File: src/rtl/array_wr_ctrl_if.sv
// array_wr_ctrl_if: frame input, timing configuration and write-side array pins
// of array_wr_ctrl. The frame source / array consumer uses the master modport;
// the controller uses slave. wr_row_err exists only with ARRAY_WR_ROW_CHECK_EN.
interface array_wr_ctrl_if #(
  parameter int unsigned AXI_ADDR_WIDTH  = 20,
  parameter int unsigned AXI_DATA_WIDTH  = 64,
  parameter int unsigned AXI_RADDR_WIDTH = 14
);
  localparam int unsigned AXI_FRAME_WIDTH = AXI_ADDR_WIDTH + AXI_DATA_WIDTH + 3;
  localparam int unsigned AXI_CADDR_WIDTH = AXI_ADDR_WIDTH - AXI_RADDR_WIDTH;

  logic [7:0]                 mc_tras_cfg;
  logic [7:0]                 mc_trp_cfg;
  logic [7:0]                 mc_trcd_cfg;
  logic [7:0]                 mc_twr_cfg;
  logic [AXI_FRAME_WIDTH-1:0] axi_frame_wr_data;
  logic                       axi_frame_wr_valid;
  logic                       axi_frame_wr_ready;
  logic                       wr_done;
  logic                       array_banksel_n_wr;
  logic [AXI_RADDR_WIDTH-1:0] array_raddr_wr;
  logic                       array_cas_wr;
  logic [AXI_CADDR_WIDTH-1:0] array_caddr_wr;
  logic [AXI_DATA_WIDTH-1:0]  array_wdata_wr;
`ifdef ARRAY_WR_ROW_CHECK_EN
  logic                       wr_row_err;
`endif

  modport master (
`ifdef ARRAY_WR_ROW_CHECK_EN
    input  wr_row_err,
`endif
    output mc_tras_cfg, mc_trp_cfg, mc_trcd_cfg, mc_twr_cfg,
    output axi_frame_wr_data, axi_frame_wr_valid,
    input  axi_frame_wr_ready, wr_done,
    input  array_banksel_n_wr, array_raddr_wr, array_cas_wr,
    input  array_caddr_wr, array_wdata_wr
  );

  modport slave (
`ifdef ARRAY_WR_ROW_CHECK_EN
    output wr_row_err,
`endif
    input  mc_tras_cfg, mc_trp_cfg, mc_trcd_cfg, mc_twr_cfg,
    input  axi_frame_wr_data, axi_frame_wr_valid,
    output axi_frame_wr_ready, wr_done,
    output array_banksel_n_wr, array_raddr_wr, array_cas_wr,
    output array_caddr_wr, array_wdata_wr
  );
endinterface

File: src/rtl/array_wr_ctrl.sv
// array_wr_ctrl: write-side array controller. Opens the row of a burst's first
// frame, issues one column strobe per accepted frame, then honours tWR, tRAS and
// tRP before pulsing wr_done. Optional macro ARRAY_WR_ROW_CHECK_EN adds
// wr_row_err, flagging non-first frames whose row differs from the open row.
module array_wr_ctrl #(
  parameter int unsigned AXI_ADDR_WIDTH  = 20,
  parameter int unsigned AXI_DATA_WIDTH  = 64,
  parameter int unsigned AXI_RADDR_WIDTH = 14
) (
  input logic            clk,
  input logic            rst,
  array_wr_ctrl_if.slave bus
);
  localparam int unsigned AXI_FRAME_WIDTH = AXI_ADDR_WIDTH + AXI_DATA_WIDTH + 3;
  localparam int unsigned AXI_CADDR_WIDTH = AXI_ADDR_WIDTH - AXI_RADDR_WIDTH;
  localparam int unsigned SOF_BIT         = AXI_FRAME_WIDTH - 1;
  localparam int unsigned EOF_BIT         = AXI_FRAME_WIDTH - 2;
  localparam int unsigned WR_BIT          = AXI_FRAME_WIDTH - 3;

  typedef enum logic [2:0] {
    S_IDLE, S_ACT, S_WR, S_CAS, S_TWR, S_RAS_WAIT, S_PRE, S_DONE
  } state_e;

  state_e                     state_q, state_d;
  logic [7:0]                 tmr_q, tmr_d;
  logic [7:0]                 ras_cnt_q, ras_cnt_d;
  logic                       ready_q, ready_d;
  logic                       done_q, done_d;
  logic                       banksel_n_q, banksel_n_d;
  logic                       cas_q, cas_d;
  logic                       eof_q, eof_d;
  logic [AXI_RADDR_WIDTH-1:0] raddr_q, raddr_d;
  logic [AXI_CADDR_WIDTH-1:0] caddr_q, caddr_d;
  logic [AXI_DATA_WIDTH-1:0]  wdata_q, wdata_d;
`ifdef ARRAY_WR_ROW_CHECK_EN
  logic                       first_q, first_d;
  logic                       row_err_q, row_err_d;
`endif

  logic                       f_sof, f_eof, f_wr, hs;
  logic [AXI_ADDR_WIDTH-1:0]  f_addr;
  logic [AXI_DATA_WIDTH-1:0]  f_data;
  logic [AXI_RADDR_WIDTH-1:0] f_raddr;
  logic [AXI_CADDR_WIDTH-1:0] f_caddr;

  // Frame field split and handshake
  assign f_sof   = bus.axi_frame_wr_data[SOF_BIT];
  assign f_eof   = bus.axi_frame_wr_data[EOF_BIT];
  assign f_wr    = bus.axi_frame_wr_data[WR_BIT];
  assign f_addr  = bus.axi_frame_wr_data[AXI_DATA_WIDTH +: AXI_ADDR_WIDTH];
  assign f_data  = bus.axi_frame_wr_data[AXI_DATA_WIDTH-1:0];
  assign f_raddr = f_addr[AXI_ADDR_WIDTH-1 -: AXI_RADDR_WIDTH];
  assign f_caddr = f_addr[AXI_CADDR_WIDTH-1:0];
  assign hs      = bus.axi_frame_wr_valid && ready_q;

  // Timer reload so that a phase lasts max(cfg,1) cycles
  function automatic logic [7:0] load_of(input logic [7:0] cfg);
    return (cfg == 8'd0) ? 8'd0 : cfg - 8'd1;
  endfunction

  // Next-state and next-output logic
  always_comb begin
    state_d     = state_q;
    tmr_d       = tmr_q;
    ras_cnt_d   = ras_cnt_q;
    ready_d     = ready_q;
    done_d      = 1'b0;
    cas_d       = 1'b0;
    banksel_n_d = banksel_n_q;
    eof_d       = eof_q;
    raddr_d     = raddr_q;
    caddr_d     = caddr_q;
    wdata_d     = wdata_q;
`ifdef ARRAY_WR_ROW_CHECK_EN
    first_d     = first_q;
    row_err_d   = 1'b0;
`endif
    // tRAS counter: counts cycles with the row open, saturating at 255
    if (!banksel_n_q && ras_cnt_q != 8'hFF) ras_cnt_d = ras_cnt_q + 8'd1;

    case (state_q)
      S_IDLE: begin
        if (hs) begin
          ready_d = 1'b0;                  // stray frame consumed and dropped
        end else if (bus.axi_frame_wr_valid) begin
          if (f_sof && f_wr) begin
            state_d     = S_ACT;
            banksel_n_d = 1'b0;
            raddr_d     = f_raddr;
            tmr_d       = load_of(bus.mc_trcd_cfg);
            ras_cnt_d   = 8'd1;
            ready_d     = 1'b0;
`ifdef ARRAY_WR_ROW_CHECK_EN
            first_d     = 1'b1;
`endif
          end else begin
            ready_d = 1'b1;
          end
        end else begin
          ready_d = 1'b0;
        end
      end
      S_ACT: begin
        if (tmr_q == 8'd0) begin
          state_d = S_WR;
          ready_d = 1'b1;
        end else begin
          tmr_d = tmr_q - 8'd1;
        end
      end
      S_WR: begin
        if (hs) begin
          state_d = S_CAS;
          ready_d = 1'b0;
          cas_d   = 1'b1;
          caddr_d = f_caddr;
          wdata_d = f_data;
          eof_d   = f_eof;
`ifdef ARRAY_WR_ROW_CHECK_EN
          first_d   = 1'b0;
          row_err_d = !first_q && (f_raddr != raddr_q);
`endif
        end
      end
      S_CAS: begin
        if (eof_q) begin
          state_d = S_TWR;
          tmr_d   = load_of(bus.mc_twr_cfg);
        end else begin
          state_d = S_WR;
          ready_d = 1'b1;
        end
      end
      S_TWR: begin
        if (tmr_q != 8'd0) begin
          tmr_d = tmr_q - 8'd1;
        end else if (ras_cnt_q >= bus.mc_tras_cfg) begin
          state_d     = S_PRE;
          banksel_n_d = 1'b1;
          tmr_d       = load_of(bus.mc_trp_cfg);
        end else begin
          state_d = S_RAS_WAIT;
        end
      end
      S_RAS_WAIT: begin
        if (ras_cnt_q >= bus.mc_tras_cfg) begin
          state_d     = S_PRE;
          banksel_n_d = 1'b1;
          tmr_d       = load_of(bus.mc_trp_cfg);
        end
      end
      S_PRE: begin
        if (tmr_q == 8'd0) begin
          state_d = S_DONE;
          done_d  = 1'b1;
        end else begin
          tmr_d = tmr_q - 8'd1;
        end
      end
      S_DONE: begin
        state_d = S_IDLE;
      end
      default: begin
        state_d     = S_IDLE;
        banksel_n_d = 1'b1;
        ready_d     = 1'b0;
      end
    endcase
  end

  // State and output registers; reset closes the bank at once
  always_ff @(posedge clk or posedge rst) begin
    if (rst) begin
      state_q     <= S_IDLE;
      tmr_q       <= 8'd0;
      ras_cnt_q   <= 8'd0;
      ready_q     <= 1'b0;
      done_q      <= 1'b0;
      banksel_n_q <= 1'b1;
      cas_q       <= 1'b0;
      eof_q       <= 1'b0;
      raddr_q     <= '0;
      caddr_q     <= '0;
      wdata_q     <= '0;
`ifdef ARRAY_WR_ROW_CHECK_EN
      first_q     <= 1'b0;
      row_err_q   <= 1'b0;
`endif
    end else begin
      state_q     <= state_d;
      tmr_q       <= tmr_d;
      ras_cnt_q   <= ras_cnt_d;
      ready_q     <= ready_d;
      done_q      <= done_d;
      banksel_n_q <= banksel_n_d;
      cas_q       <= cas_d;
      eof_q       <= eof_d;
      raddr_q     <= raddr_d;
      caddr_q     <= caddr_d;
      wdata_q     <= wdata_d;
`ifdef ARRAY_WR_ROW_CHECK_EN
      first_q     <= first_d;
      row_err_q   <= row_err_d;
`endif
    end
  end

  // Output drive
  assign bus.axi_frame_wr_ready = ready_q;
  assign bus.wr_done            = done_q;
  assign bus.array_banksel_n_wr = banksel_n_q;
  assign bus.array_raddr_wr     = raddr_q;
  assign bus.array_cas_wr       = cas_q;
  assign bus.array_caddr_wr     = caddr_q;
  assign bus.array_wdata_wr     = wdata_q;
`ifdef ARRAY_WR_ROW_CHECK_EN
  assign bus.wr_row_err         = row_err_q;
`endif
endmodule

File: src/flat_wrapper.sv
// flat-port wrapper written by rule: the top's interface ports become plain ports
module array_wr_ctrl_flat 
#(
  parameter int unsigned AXI_ADDR_WIDTH  = 20,
  parameter int unsigned AXI_DATA_WIDTH  = 64,
  parameter int unsigned AXI_RADDR_WIDTH = 14
)
  (clk, rst, bus_mc_tras_cfg, bus_mc_trp_cfg, bus_mc_trcd_cfg, bus_mc_twr_cfg, bus_axi_frame_wr_data, bus_axi_frame_wr_valid, bus_axi_frame_wr_ready, bus_wr_done, bus_array_banksel_n_wr, bus_array_raddr_wr, bus_array_cas_wr, bus_array_caddr_wr, bus_array_wdata_wr);
  array_wr_ctrl_if #(.AXI_ADDR_WIDTH(AXI_ADDR_WIDTH), .AXI_DATA_WIDTH(AXI_DATA_WIDTH), .AXI_RADDR_WIDTH(AXI_RADDR_WIDTH)) bus_i ();
  input logic clk;
  input logic rst;
  input wire logic [$bits(bus_i.mc_tras_cfg)-1:0] bus_mc_tras_cfg;
  input wire logic [$bits(bus_i.mc_trp_cfg)-1:0] bus_mc_trp_cfg;
  input wire logic [$bits(bus_i.mc_trcd_cfg)-1:0] bus_mc_trcd_cfg;
  input wire logic [$bits(bus_i.mc_twr_cfg)-1:0] bus_mc_twr_cfg;
  input wire logic [$bits(bus_i.axi_frame_wr_data)-1:0] bus_axi_frame_wr_data;
  input wire logic [$bits(bus_i.axi_frame_wr_valid)-1:0] bus_axi_frame_wr_valid;
  output wire logic [$bits(bus_i.axi_frame_wr_ready)-1:0] bus_axi_frame_wr_ready;
  output wire logic [$bits(bus_i.wr_done)-1:0] bus_wr_done;
  output wire logic [$bits(bus_i.array_banksel_n_wr)-1:0] bus_array_banksel_n_wr;
  output wire logic [$bits(bus_i.array_raddr_wr)-1:0] bus_array_raddr_wr;
  output wire logic [$bits(bus_i.array_cas_wr)-1:0] bus_array_cas_wr;
  output wire logic [$bits(bus_i.array_caddr_wr)-1:0] bus_array_caddr_wr;
  output wire logic [$bits(bus_i.array_wdata_wr)-1:0] bus_array_wdata_wr;
  assign bus_i.mc_tras_cfg = bus_mc_tras_cfg;
  assign bus_i.mc_trp_cfg = bus_mc_trp_cfg;
  assign bus_i.mc_trcd_cfg = bus_mc_trcd_cfg;
  assign bus_i.mc_twr_cfg = bus_mc_twr_cfg;
  assign bus_i.axi_frame_wr_data = bus_axi_frame_wr_data;
  assign bus_i.axi_frame_wr_valid = bus_axi_frame_wr_valid;
  assign bus_axi_frame_wr_ready = bus_i.axi_frame_wr_ready;
  assign bus_wr_done = bus_i.wr_done;
  assign bus_array_banksel_n_wr = bus_i.array_banksel_n_wr;
  assign bus_array_raddr_wr = bus_i.array_raddr_wr;
  assign bus_array_cas_wr = bus_i.array_cas_wr;
  assign bus_array_caddr_wr = bus_i.array_caddr_wr;
  assign bus_array_wdata_wr = bus_i.array_wdata_wr;
  array_wr_ctrl #(.AXI_ADDR_WIDTH(AXI_ADDR_WIDTH), .AXI_DATA_WIDTH(AXI_DATA_WIDTH), .AXI_RADDR_WIDTH(AXI_RADDR_WIDTH)) u_core (.clk(clk), .rst(rst), .bus(bus_i));
endmodule
File: config.mk
export PLATFORM = sky130hd
export DESIGN_NAME = array_wr_ctrl_flat
export DESIGN_NICKNAME = d
export VERILOG_FILES = /design/src/rtl/array_wr_ctrl_if.sv /design/src/rtl/array_wr_ctrl.sv /design/src/flat_wrapper.sv
export SDC_FILE = /design/constraint.sdc
export NUM_CORES = 1
export LEC_CHECK = 0
export ABC_AREA = 1
export ABC_CLOCK_PERIOD_IN_PS = 4200
export BUFFER_PORTS_ARGS = -buffer_cell sky130_fd_sc_hd__buf_2
export CAP_MARGIN = 20
export CORE_MARGIN = 4
export CORE_UTILIZATION = 45
export DETAILED_ROUTE_END_ITERATION = 7
export HOLD_SLACK_MARGIN = 0.12
export PLACE_DENSITY = 0.73
export RECOVER_POWER = 100
export SKIP_CTS_REPAIR_TIMING = 1
export SLEW_MARGIN = 10
export SYNTH_ARGS = -nofsm -noshare
export SYNTH_HDL_FRONTEND = slang
export SYNTH_SLANG_ARGS = --single-unit
File: constraint.sdc
create_clock -name clk -period 4.2 [get_ports clk]
set_input_delay 0.63 -clock clk [delete_from_list [all_inputs] [get_ports clk]]
set_output_delay 0.63 -clock clk [all_outputs]
set_load 0.005 [all_outputs]
# Yosys cells after proc, flatten, opt, wreduce, memory -nomap -nowiden

Index checks and enable logic that the tools add are counted.

Register bits after elaboration: 108
Output and inout port bits: 88
Input port bits: 122
Word-level logic and storage cells: 101

Muxes and demuxes: 44
Order comparisons: 1
Equality and inequality tests: 19
$add $sub $neg: 5
Bitwise gates (word level): 1
Reduce and logical (&&, ||, !) cells: 20

Operators with widths:

| kind                | number |
|---|---|
| $mux 8              | 15 |
| $pmux 8 s5          | 1 |
| $logic_not 8->1     | 4 |
| $sub 8x1->8 const B | 4 |
| $mux 3              | 9 |
| $pmux 3 s8          | 1 |
| $mux 1              | 15 |
| $eq 3x3->1 const B  | 4 |
| $ne 2x1->1 const B  | 6 |
| $ne 2x2->1 const B  | 5 |
| $add 8x1->8 const B | 1 |
| $ge 8x8->1          | 1 |
| $ne 8x8->1 const B  | 1 |
| $reduce_and 4->1    | 2 |
| $reduce_and 8->1    | 1 |
| $reduce_bool 8->1   | 1 |
| $eq 3x2->1 const B  | 2 |
| $reduce_and 6->1    | 1 |
| $reduce_and 5->1    | 1 |
| $reduce_bool 5->1   | 1 |
| $pmux 1 s4          | 1 |
| $reduce_bool 4->1   | 1 |
| $eq 3x1->1 const B  | 1 |
| $logic_and 1x1->1   | 3 |
| 8 further kinds     | 8 |

# Longest topological paths before layout

Gate-level depths: netlist of run 1.

Word-level depth: 7
Depth in mapped cells: 15

# Least setup slack after synthesis of run 1

OpenSTA, ideal clock, no wires.

Path type: input to register
From: input bus_mc_tras_cfg[3]
To: register u_core.state_q[1]
Buffers on the path: 0
Slack: 2,181 ps
Arrival: 1,903 ps
Stages on the path: 14
Library setup time: 116 ps
Data required time: 4,084 ps
Cell sequence: inv_1 ha_1 nand2_1 nor2_1 nor2_1 nand2_1 nand2_1 nand2_1 nand2_1 nand2_1 nand2_1 nand2_1 nand2_1 nand2_1

Cells in the longest elaborated chain, start to end: 4

Ends and longest elaborated chain:

| item                   | RTL line                                   | RTL |
|---|---|---|
| start: declaration     | flat_wrapper.sv:12                         | `input wire logic [$bits(bus_i.mc_tras_cfg)-1:0] bus_mc_tras_cfg;` |
| $ge 8x8->1 (*)         | array_wr_ctrl.sv:137, array_wr_ctrl.sv:146 |  |
| $mux 2                 | array_wr_ctrl.sv:137                       | `end else if (ras_cnt_q >= bus.mc_tras_cfg) begin` |
| $mux 3                 | array_wr_ctrl.sv:135                       | `if (tmr_q != 8'd0) begin` |
| $pmux 3 s8             | array_wr_ctrl.sv:81                        | `case (state_q)` |
| end signal: assignment | array_wr_ctrl.sv:190                       | `state_q <= state_d;` |
| end: declaration       | array_wr_ctrl.sv:24                        | `state_e state_q, state_d;` |

Mark *: on every way between the ends. The rest lies on a longest branch, timed or not. The select of a mux whose other input is x is not followed.
A chain may end at the register's enable or synchronous reset.

# Worst setup path in the final report of run 1

From: register u_core.state_q[0]
To: register u_core.tmr_q[4]

Cells in the longest elaborated chain, start to end: 4

Ends and longest elaborated chain:

| item                                                                    | RTL line             | RTL |
|---|---|---|
| $eq 3x1->1 / $eq 3x3->1 (equally long branches)                         | array_wr_ctrl.sv:81  |  |
| $reduce_or 2->1 (no source line)                                        | -                    |  |
| $reduce_bool 5->1 (no source line) / $ne 2x2->1 (equally long branches) | -                    |  |
| $reduce_and 6->1 (no source line)                                       | -                    |  |
| end signal: assignment                                                  | array_wr_ctrl.sv:191 | `tmr_q <= tmr_d;` |
| end: declaration                                                        | array_wr_ctrl.sv:25  | `logic [7:0] tmr_q, tmr_d;` |

Parallel ways exist; a longest one is shown, timed or not.

==> results of run 1 <==
cells by family after synthesis:
| family | share of synthesized area |
|---|---|
| xor+xnor | 0.0226 |
| simple gates | 0.360 |
| flops | 0.466 |
| fa+ha+maj | 0.0323 |
| compound gates | 0.0358 |
| buf+inv | 0.0830 |
state kept, by name, summed over array words and instances, names as in the netlist:
name	count
u_core.bus.array_cas_wr	1
u_core.bus.array_banksel_n_wr	1
u_core.bus.array_wdata_wr	64
u_core.state_q	3
u_core.bus.array_raddr_wr	14
u_core.tmr_q	8
u_core.eof_q	1
u_core.bus.array_caddr_wr	6
u_core.ras_cnt_q	8
u_core.bus.axi_frame_wr_ready	1
u_core.bus.wr_done	1
worst paths after layout:
kind,endpoint,start,depth (start not counted),slack (ns)
hold reg to reg,u_core.bus.array_wdata_wr[27],u_core.bus.array_wdata_wr[27],2,0.47
setup / recovery,u_core.tmr_q[4],u_core.state_q[0],9,1.49
setup reg to reg,u_core.tmr_q[4],u_core.state_q[0],9,1.49
max in group asynchronous,u_core.tmr_q[2],rst,3,1.66
hold / removal,u_core.bus.array_wdata_wr[27],u_core.bus.array_wdata_wr[27],2,0.47
min in group asynchronous,u_core.bus.array_wdata_wr[36],rst,2,0.48
critical path, stage by stage (launching register included):
cell and delay (ns):
dfrtp_1 0.46, clkinvlp_2 0.40, nor2_1 0.51, nor2_1 0.15, nand2_2 0.08, nand3_1 0.45, nor2_1 0.35, nand3_1 0.11
nand2_1 0.06, inv_1 0.03
cells in the mapped netlist, types with 3 or more instances:
master / number
nor2_1: 67
nor2_2: 4
nand2_2: 16
xnor2_1: 3
a21oi_1: 11
o21bai_1: 3
nor3_1: 3
nand2_1: 353
dfrtp_1: 107
inv_2: 4
ha_1: 15
o21ai_1: 4
o21ai_0: 12
inv_1: 67
xor2_1: 12
buf_2: 4
nand4_1: 6
nand3_1: 47
buf_6: 14
routing by layer:
layer,global-route usage,vias up,part of all wire
met5,0,-,0
met4,0.0539,0,0.016
met3,0.0720,21,0.084
met2,0.319,158,0.48
met1,0.248,2359,0.42
li1,-,2765,-
report_power, final:
part           switching [mW]  internal (mW)  leakage (nW)
sequential                  0           1.04          1.45
clock                   0.391          0.470         0.145
combinational          0.0730         0.0584          2.43
layout make-up:
class	instances	area, sq um	share of cell area
clock buffers	10	229	0.0325
clock inverters	6	71.3	0.0101
repair buffers	212	981	0.139
multi-input cells	569	2560	0.363
well taps	172	215	0.0305
inverters	75	290	0.0412
flip-flops and latches	108	2700	0.383
cells in the final DEF (no fill, tap or decap), types with 9 or more instances in the layout:
cell type  synthesis  layout
clkbuf_1           0      67
clkbuf_16          0       9
nand3_1           47      49
a21oi_1           11      11
o21ai_0           12      12
dfrtp_1          107     107
inv_1             67      67
nand2_1          353     357
buf_2              4     144
xor2_1            12      12
ha_1              15      15
nor2_1            67      69
nand2_2           16      12
==> results.py, run 1 <==
metrics = {
    "placement": {
        "placed_cells": 1136,
        "preCtsSetupSlack_ns": 1.80,
        "hpwl_microns": 11100,
        "postPlaceCellArea_sq_um": 6900,
        "port-buffer-count": 209,
        "routabilityCongestion": 0.881,
    },
    "global_routing": {
        "grt_use_total": 0.196,
        "grt_max_degree": 79,
        "grt_pass1_vias": 5033,
        "overflow": 0,
        "grt_pass1_wl_microns": 23400,
        "antenna_found_initial": 0,
    },
    "floorplanning": {
        "rows": 41,
        "die_y_microns": 122,
        "die_area_sq_um": 14800,
        "io_pins": 210,
        "core-area_sq_um": 12600,
        "start_util": 0.460,
        "die_w_microns": 122,
    },
    "drt": {
        "dr.pass1.iters": 5,
        "totalWireLength_microns": 14700,
        "drc_errors": 0,
        "drtIter0Drc": 301,
        "route.vias.total": 5303,
        "wl_per_cell_microns": 12.8,
        "ant_nets": 0,
        "via_per_inst": 4.60,
    },
    "synthesis": {
        "synth_edf_count": 0,
        "avgSynthCellArea_sq_um": 7.53,
        "synth-seq-cells": 108,
        "ys_top_cells_by_area": "dfrtp_1, nand2_1, inv_1, nor2_1, nand3_1",
        "seq_area_frac_synth": 0.466,
        "ys_async_sr_fraction": 1.00,
        "synth_nets": 908,
        "dominantRegCellSynth": "dfrtp_1",
        "synth_top_area_share": 0.461,
        "yosysTopAreaCell": "dfrtp_1",
        "yosysUniqueCellTypes": 35,
        "yosys_warnings": 0,
        "netlist_area_sq_um": 5800,
        "synthesis.instances": 771,
    },
    "power": {
        "powerDensity_nw_per_um2": 288,
        "irDropWorstVdd_uv": 358,
        "total_leakage_power_nw": 4.03,
        "power_mw": 2.03,
    },
    "sta": {
        "worst_slack_ns": 1.49,
        "max-slew-margin-rel": -0.0963,
        "hold-worst-slack_ns": 0.470,
        "skew_ns": 0.0104,
        "finalSetupViolCount": 0,
        "finalCritPeriodShare": 0.646,
        "fmax_mhz": 369,
        "hold_viol_final": 0,
        "layout_min_cycle_time_ns": 2.71,
        "worstMarginPinSlew_ns": 1.64,
        "rsz0062_at_grt": "no",
        "setup-tns-final_ns": 0,
        "slew_viol_final": 32,
    },
    "worst_setup_path": {
        "path_class": "reg2reg",
        "crit_fanout": 16,
        "start_kind": "flop",
        "crit_arrival_ns": 2.95,
        "worstSetupEndpointType": "flop",
        "crit_required_ns": 4.44,
    },
    "final_layout": {
        "fillers": 1295,
        "drive_gt1_frac": 0.191,
        "syn_to_final_growth_pct": 21.5,
        "fin_area_sq_um": 7050,
        "stdcell_count": 1152,
        "fin_nets": 1112,
        "num_antenna_cells": 0,
        "fin_util": 0.559,
    },
    "worst_hold_path": {
        "hold_class": "reg2reg",
    },
    "clock_tree": {
        "cts.sinks": 108,
        "cts_buffers": 9,
        "cts_tree": "built",
        "max-clock-path-buffers": 2,
        "path_clk_slew_ns": 0.07,
        "htree_num_levels": 3,
        "clk_latency_ns": 0.35,
        "cts-root-buf": "clkbuf_16",
    },
    "status": {
        "outcome": "finished, violations left",
        "violations": "capacitance limit, slew limit",
    },
    "flow_run": {
        "cap_violations": 1,
    },
}
No activity file was read; power rests on OpenSTA's default activity.
==> run 2, diff against run 1 <==
--- a/config.mk
+++ b/config.mk
@@ -6,14 +6,14 @@
 export NUM_CORES = 1
 export LEC_CHECK = 0
 export ABC_AREA = 1
-export ABC_CLOCK_PERIOD_IN_PS = 4200
+export ABC_CLOCK_PERIOD_IN_PS = 2200
 export BUFFER_PORTS_ARGS = -buffer_cell sky130_fd_sc_hd__buf_2
 export CAP_MARGIN = 20
 export CORE_MARGIN = 4
 export CORE_UTILIZATION = 45
 export DETAILED_ROUTE_END_ITERATION = 7
 export HOLD_SLACK_MARGIN = 0.12
-export PLACE_DENSITY = 0.73
+export PLACE_DENSITY = 0.75
 export RECOVER_POWER = 100
 export SKIP_CTS_REPAIR_TIMING = 1
 export SLEW_MARGIN = 10
==> constraint.sdc (replaced) <==
create_clock -name clk -period 2.2 [get_ports clk]
set_input_delay 0.33 -clock clk [delete_from_list [all_inputs] [get_ports clk]]
set_output_delay 0.33 -clock clk [all_outputs]
set_load 0.005 [all_outputs]
==> run 2 against run 1 <==
The flow now finishes without violations. Sequential cell count is the same. Setup slack worse by 1.2 ns. Clock power grew 94%. Critical endpoint is now u_core.bus.array_wdata_wr[24]. Largest cell class unchanged.
==> results.py, run 2 (synthesis results as in run 1) <==
metrics = {
    "power": {
        "powerDensity_nw_per_um2": 550,
        "total_leakage_power_nw": 4.04,
        "irDropWorstVdd_uv": 468,
    },
    "sta": {
        "fmax_mhz": 536,
        "layout_min_cycle_time_ns": 1.86,
        "setup-tns-final_ns": 0,
        "slew_viol_final": 0,
        "max-slew-margin-rel": 0.0183,
        "worstMarginPinSlew_ns": 1.47,
        "finalSetupViolCount": 0,
        "finalCritPeriodShare": 0.848,
        "rsz0062_at_grt": "no",
        "hold_viol_final": 0,
        "skew_ns": 0.00478,
        "worst_slack_ns": 0.335,
    },
    "worst_setup_path": {
        "path_class": "reg2reg",
        "crit_required_ns": 2.48,
        "crit_arrival_ns": 2.14,
        "worstSetupEndpointType": "flop",
        "start_kind": "flop",
        "crit_fanout": 49,
        "rrSetupSlack_ns": 0.34,
    },
    "clock_tree": {
        "cts-root-buf": "clkbuf_16",
        "clk_latency_ns": 0.34,
        "cts.sinks": 108,
        "path_clk_slew_ns": 0.07,
        "cts_buffers": 9,
        "cts_tree": "built",
        "htree_num_levels": 3,
        "max-clock-path-buffers": 2,
    },
    "global_routing": {
        "grt_max_degree": 109,
        "grt_pass1_vias": 5031,
        "overflow": 0,
        "grt_pass1_wl_microns": 23300,
        "antenna_found_initial": 0,
        "grt_use_total": 0.195,
    },
    "final_layout": {
        "largest_reg_flops": 64,
        "multiInputGateArea_sq_um": 2590,
        "fin_util": 0.564,
        "final_common_cell": "nand2_1",
        "register_area_sq_um": 2700,
        "drive_gt1_frac": 0.190,
        "fin_area_sq_um": 7110,
        "fillers": 1264,
        "syn_to_final_growth_pct": 22.5,
        "fin_nets": 1115,
        "num_antenna_cells": 0,
        "final_cell_mix": "nand2_1, buf_2, dfrtp_1, clkbuf_1, nor2_1",
    },
    "status": {
        "outcome": "completed",
    },
    "placement": {
        "port-buffer-count": 209,
        "routabilityCongestion": 0.904,
        "postPlaceCellArea_sq_um": 6950,
        "preCtsSetupSlack_ns": 0.345,
        "hpwl_microns": 10900,
    },
    "drt": {
        "via_per_inst": 4.59,
        "drtIter0Drc": 311,
        "drc_errors": 0,
        "wl_per_cell_microns": 12.5,
        "route.vias.total": 5299,
        "dr.pass1.iters": 4,
        "totalWireLength_microns": 14400,
        "ant_nets": 0,
    },
    "floorplanning": {
        "rows": 41,
        "core-area_sq_um": 12600,
        "io_pins": 210,
        "die_w_microns": 122,
        "die_y_microns": 122,
        "die_area_sq_um": 14800,
        "start_util": 0.460,
    },
    "flow_run": {
        "cap_violations": 0,
    },
    "worst_hold_path": {
        "hold_class": "in2reg",
    },
}
==> run 2: cell count changes in the layout (fill, tap and decap cells not counted), moves of 2 or more <==
cell / previous run / this run
clkbuf_1: 67 / 71
buf_2: 144 / 138
nand2_1: 357 / 360
nand2_2: 12 / 9
nand3_1: 49 / 47
clkbuf_4: 0 / 2
clkbuf_8: 0 / 2
==> run 2: final cells by class <==
| cell class | count | share of cell area |
|---|---|---|
| multi-input combinational | 569 | 0.364 |
| clock inverter | 4 | 0.00774 |
| inverter | 75 | 0.0412 |
| tap | 172 | 0.0303 |
| timing repair buffer | 215 | 0.140 |
| sequential | 108 | 0.380 |
| clock buffer | 12 | 0.0361 |
==> run 2: final timing paths <==
kind | start | endpoint | cells past startpoint
worst min-delay path | bus_axi_frame_wr_data[62] | u_core.bus.array_wdata_wr[62] | 3
min in group asynchronous | rst | u_core.bus.array_wdata_wr[62] | 3
worst max-delay path | u_core.state_q[2] | u_core.bus.array_wdata_wr[24] | 6
worst min register to register | u_core.bus.array_wdata_wr[30] | u_core.bus.array_wdata_wr[30] | 2
worst max register to register | u_core.state_q[2] | u_core.bus.array_wdata_wr[24] | 6
max in group asynchronous | rst | u_core.bus.array_raddr_wr[8] | 3
==> run 2: per-stage QoR <==
stage | power, mW | instances | hold WS [ns]
4_1_cts | 3.97 | 1155 | 0.163
3_3_place_gp | 2.29 | 1139 | 0.449
5_1_grt | 4.07 | 1155 | 0.172
6_report | 3.91 | 1155 | 0.178
2_1_floorplan | 2.13 | 771 | 0.440
3_5_place_dp | 2.29 | 1139 | 0.453
==> run 2: layer usage <==
metal,GRT usage,vias to the layer above,routed length [microns]
met5,0,-,0
met4,0.0756,0,399
met3,0.0576,26,1140
met2,0.315,163,6830
met1,0.248,2343,6060
li1,-,2767,-
==> run 2: worst max-delay path, stage by stage (launching register included) <==
cell and delay [ns]:
dfrtp_1 0.48, inv_2 0.13, nand2_2 0.08, nor3_2 0.32, clkbuf_4 0.57, nand2_1 0.11, nand2_1 0.10
==> run 2: power by group <==
group | total, mW | internal, mW | switching, mW | leakage [nW]
clock network | 1.67 | 0.952 | 0.721 | 0.149
logic | 0.257 | 0.114 | 0.143 | 2.44
registers | 1.98 | 1.98 | 0 | 1.45
total | 3.91 | 3.05 | 0.864 | 4.04
==> run 3, diff against run 2 <==
--- a/config.mk
+++ b/config.mk
@@ -6,7 +6,7 @@
 export NUM_CORES = 1
 export LEC_CHECK = 0
 export ABC_AREA = 1
-export ABC_CLOCK_PERIOD_IN_PS = 2200
+export ABC_CLOCK_PERIOD_IN_PS = 1520
 export BUFFER_PORTS_ARGS = -buffer_cell sky130_fd_sc_hd__buf_2
 export CAP_MARGIN = 20
 export CORE_MARGIN = 4
==> constraint.sdc (replaced) <==
create_clock -name clk -period 1.52 [get_ports clk]
set_input_delay 0.228 -clock clk [delete_from_list [all_inputs] [get_ports clk]]
set_output_delay 0.228 -clock clk [all_outputs]
set_load 0.005 [all_outputs]
==> run 3 against run 2 <==
The run now ends with setup timing left. Clock skew is 0.0071 ns higher. Register-to-register slack got worse by 0.57 ns. Non-clock buffer count up 183. Critical path type unchanged.
==> results.py, run 3 (synthesis results as in run 1) <==
metrics = {
    "status": {
        "outcome": "finished, violations left",
        "violations": "setup timing",
    },
    "drt": {
        "wl_per_cell_microns": 17.5,
        "ant_nets": 0,
        "drtIter0Drc": 503,
        "route.vias.total": 6956,
        "drc_errors": 0,
        "totalWireLength_microns": 23700,
        "dr.pass1.iters": 6,
        "via_per_inst": 5.14,
    },
    "worst_setup_path": {
        "crit_arrival_ns": 2.04,
        "startpoint": "u_core.ras_cnt_q[1]",
        "path_class": "reg2reg",
        "crit_required_ns": 1.81,
        "crit_fanout": 3,
        "slowest_stage": "dfrtp_1",
        "worstSetupEndpointType": "flop",
        "reg2reg_to": "u_core.tmr_q[6]",
        "r2r_cells": 12,
        "start_kind": "flop",
        "path_cells": "ha_4 -> nand2_2 -> nor2_2 -> nor2_2 -> nand2_2 -> nand2_4 -> buf_4 -> nand3_1 -> nand3_2 -> nand3_1 -> nand2_1 -> inv_1",
        "rrSetupSlack_ns": -0.23,
        "critPathMaxStageDelay_ns": 0.43,
        "timing.rr.start": "u_core.ras_cnt_q[1]",
    },
    "floorplanning": {
        "die_y_microns": 122,
        "start_util": 0.460,
        "io_pins": 210,
        "rows": 41,
        "die_area_sq_um": 14800,
        "die_w_microns": 122,
        "core-area_sq_um": 12600,
    },
    "placement": {
        "routabilityCongestion": 0.910,
        "hpwl_microns": 11500,
        "port-buffer-count": 209,
    },
    "global_routing": {
        "busiest_layer": "met2",
        "grt_use_total": 0.205,
        "grt_use_met1": 0.254,
        "grt_max_degree": 76,
        "use_met2": 0.344,
        "grt_pass1_wl_microns": 24600,
        "grt_pass1_vias": 5447,
        "grt_use_met3": 0.0687,
        "antenna_found_initial": 0,
        "overflow": 0,
    },
    "worst_hold_path": {
        "hold_end": "u_core.bus.array_wdata_wr[62]",
        "hold_class": "in2reg",
        "hold_path_depth": 3,
        "hp-start": "bus_axi_frame_wr_data[62]",
    },
    "sta": {
        "slew_viol_final": 0,
        "finalSetupViolCount": 89,
        "fmax_mhz": 570,
        "max-slew-margin-rel": 0.457,
        "skew_ns": 0.0119,
        "worst_slack_ns": -0.234,
        "rsz0062_at_grt": "yes",
        "finalCritPeriodShare": 1.15,
        "worstMarginPinSlew_ns": 0.815,
        "hold_viol_final": 0,
        "hold-worst-slack_ns": 0.130,
        "layout_min_cycle_time_ns": 1.75,
    },
    "clock_tree": {
        "clk_latency_ns": 0.36,
        "path_clk_slew_ns": 0.07,
        "cts_tree": "built",
        "htree_num_levels": 3,
        "cts_buffers": 9,
        "cts-root-buf": "clkbuf_16",
        "max-clock-path-buffers": 2,
        "cts.sinks": 108,
    },
    "power": {
        "total_leakage_power_nw": 5.19,
        "irDropWorstVdd_uv": 581,
        "powerDensity_nw_per_um2": 612,
    },
    "final_layout": {
        "final_common_cell": "nand2_1",
        "fin_nets": 1313,
        "largest_reg_flops": 64,
        "drive_gt1_frac": 0.363,
        "syn_to_final_growth_pct": 70.0,
        "fin_util": 0.782,
        "final_cell_mix": "nand2_1, buf_2, dfrtp_1, dlygate4sd3_1, nand2_2",
    },
    "flow_run": {
        "cap_violations": 0,
    },
}
## run 3: changes by cell type in the layout (fill, tap and decap cells not counted), sizes merged
| cell | delta |
|---|---|
| buf | +100 |
| dlygate4sd3 | +85 |
| inv | +9 |
| clkbuf | -4 |
| clkinv | +4 |
| clkinvlp | +3 |
| diode | +1 |
| nand2 | +1 |
## run 3: area by class of cell
type	instances	area, sq um
antenna	1	2.50
sequential	108	2710
timing repair buffer	398	2940
inverter	75	322
timing repair inverter	14	220
fill	845	2760
clock inverter	6	77.6
multi-input combinational	570	3150
clock buffer	10	229
tap	172	215
## run 3: how the worst max path moves through the flow
stage	end	slack (ns)	depth (start not counted)
4_1_cts	u_core.tmr_q[6]	-0.14	12
5_1_grt	u_core.tmr_q[7]	-0.35	13
6_report	u_core.tmr_q[6]	-0.23	12
2_1_floorplan	u_core.bus.array_caddr_wr[1]	-0.04	7
3_5_place_dp	u_core.state_q[0]	-0.13	11
3_3_place_gp	u_core.tmr_q[6]	-0.08	12
## run 3: report_power, final
part           internal, mW  switching, mW  total (mW)
combinational         0.371          0.297       0.668
clock                  1.31           1.18        2.50
sequential             2.87              0        2.87
## run 3: layer usage
metal	share of wire	up-vias
met5	0	-
met2	0.50	432
li1	-	3189
met3	0.083	132
met1	0.35	3203
met4	0.061	0
## run 3: per-stage QoR
stage                     power (mW)  instances  setup TNS, ns  area [sq um]  worst slack [ns]
final                           6.04       1354         -12.22          9860            -0.234
after global routing            6.23       1353         -21.44          9860            -0.353
after CTS                       5.78       1208          -7.27          7710            -0.144
after detailed placement        3.35       1192          -6.08          7410            -0.129
after global placement          3.34       1192          -5.14          7410           -0.0840
after floorplan                 3.10        771          -3.49          5840           -0.0380
## run 3: worst max-delay path, delay by kind of cell, from the launching register on
kind	cells	cell delay, ns
buffers and inverters	2	0.21
adder cells (fa/ha/maj)	1	0.30
flip-flops	1	0.43
AND/OR/NAND/NOR	9	0.75
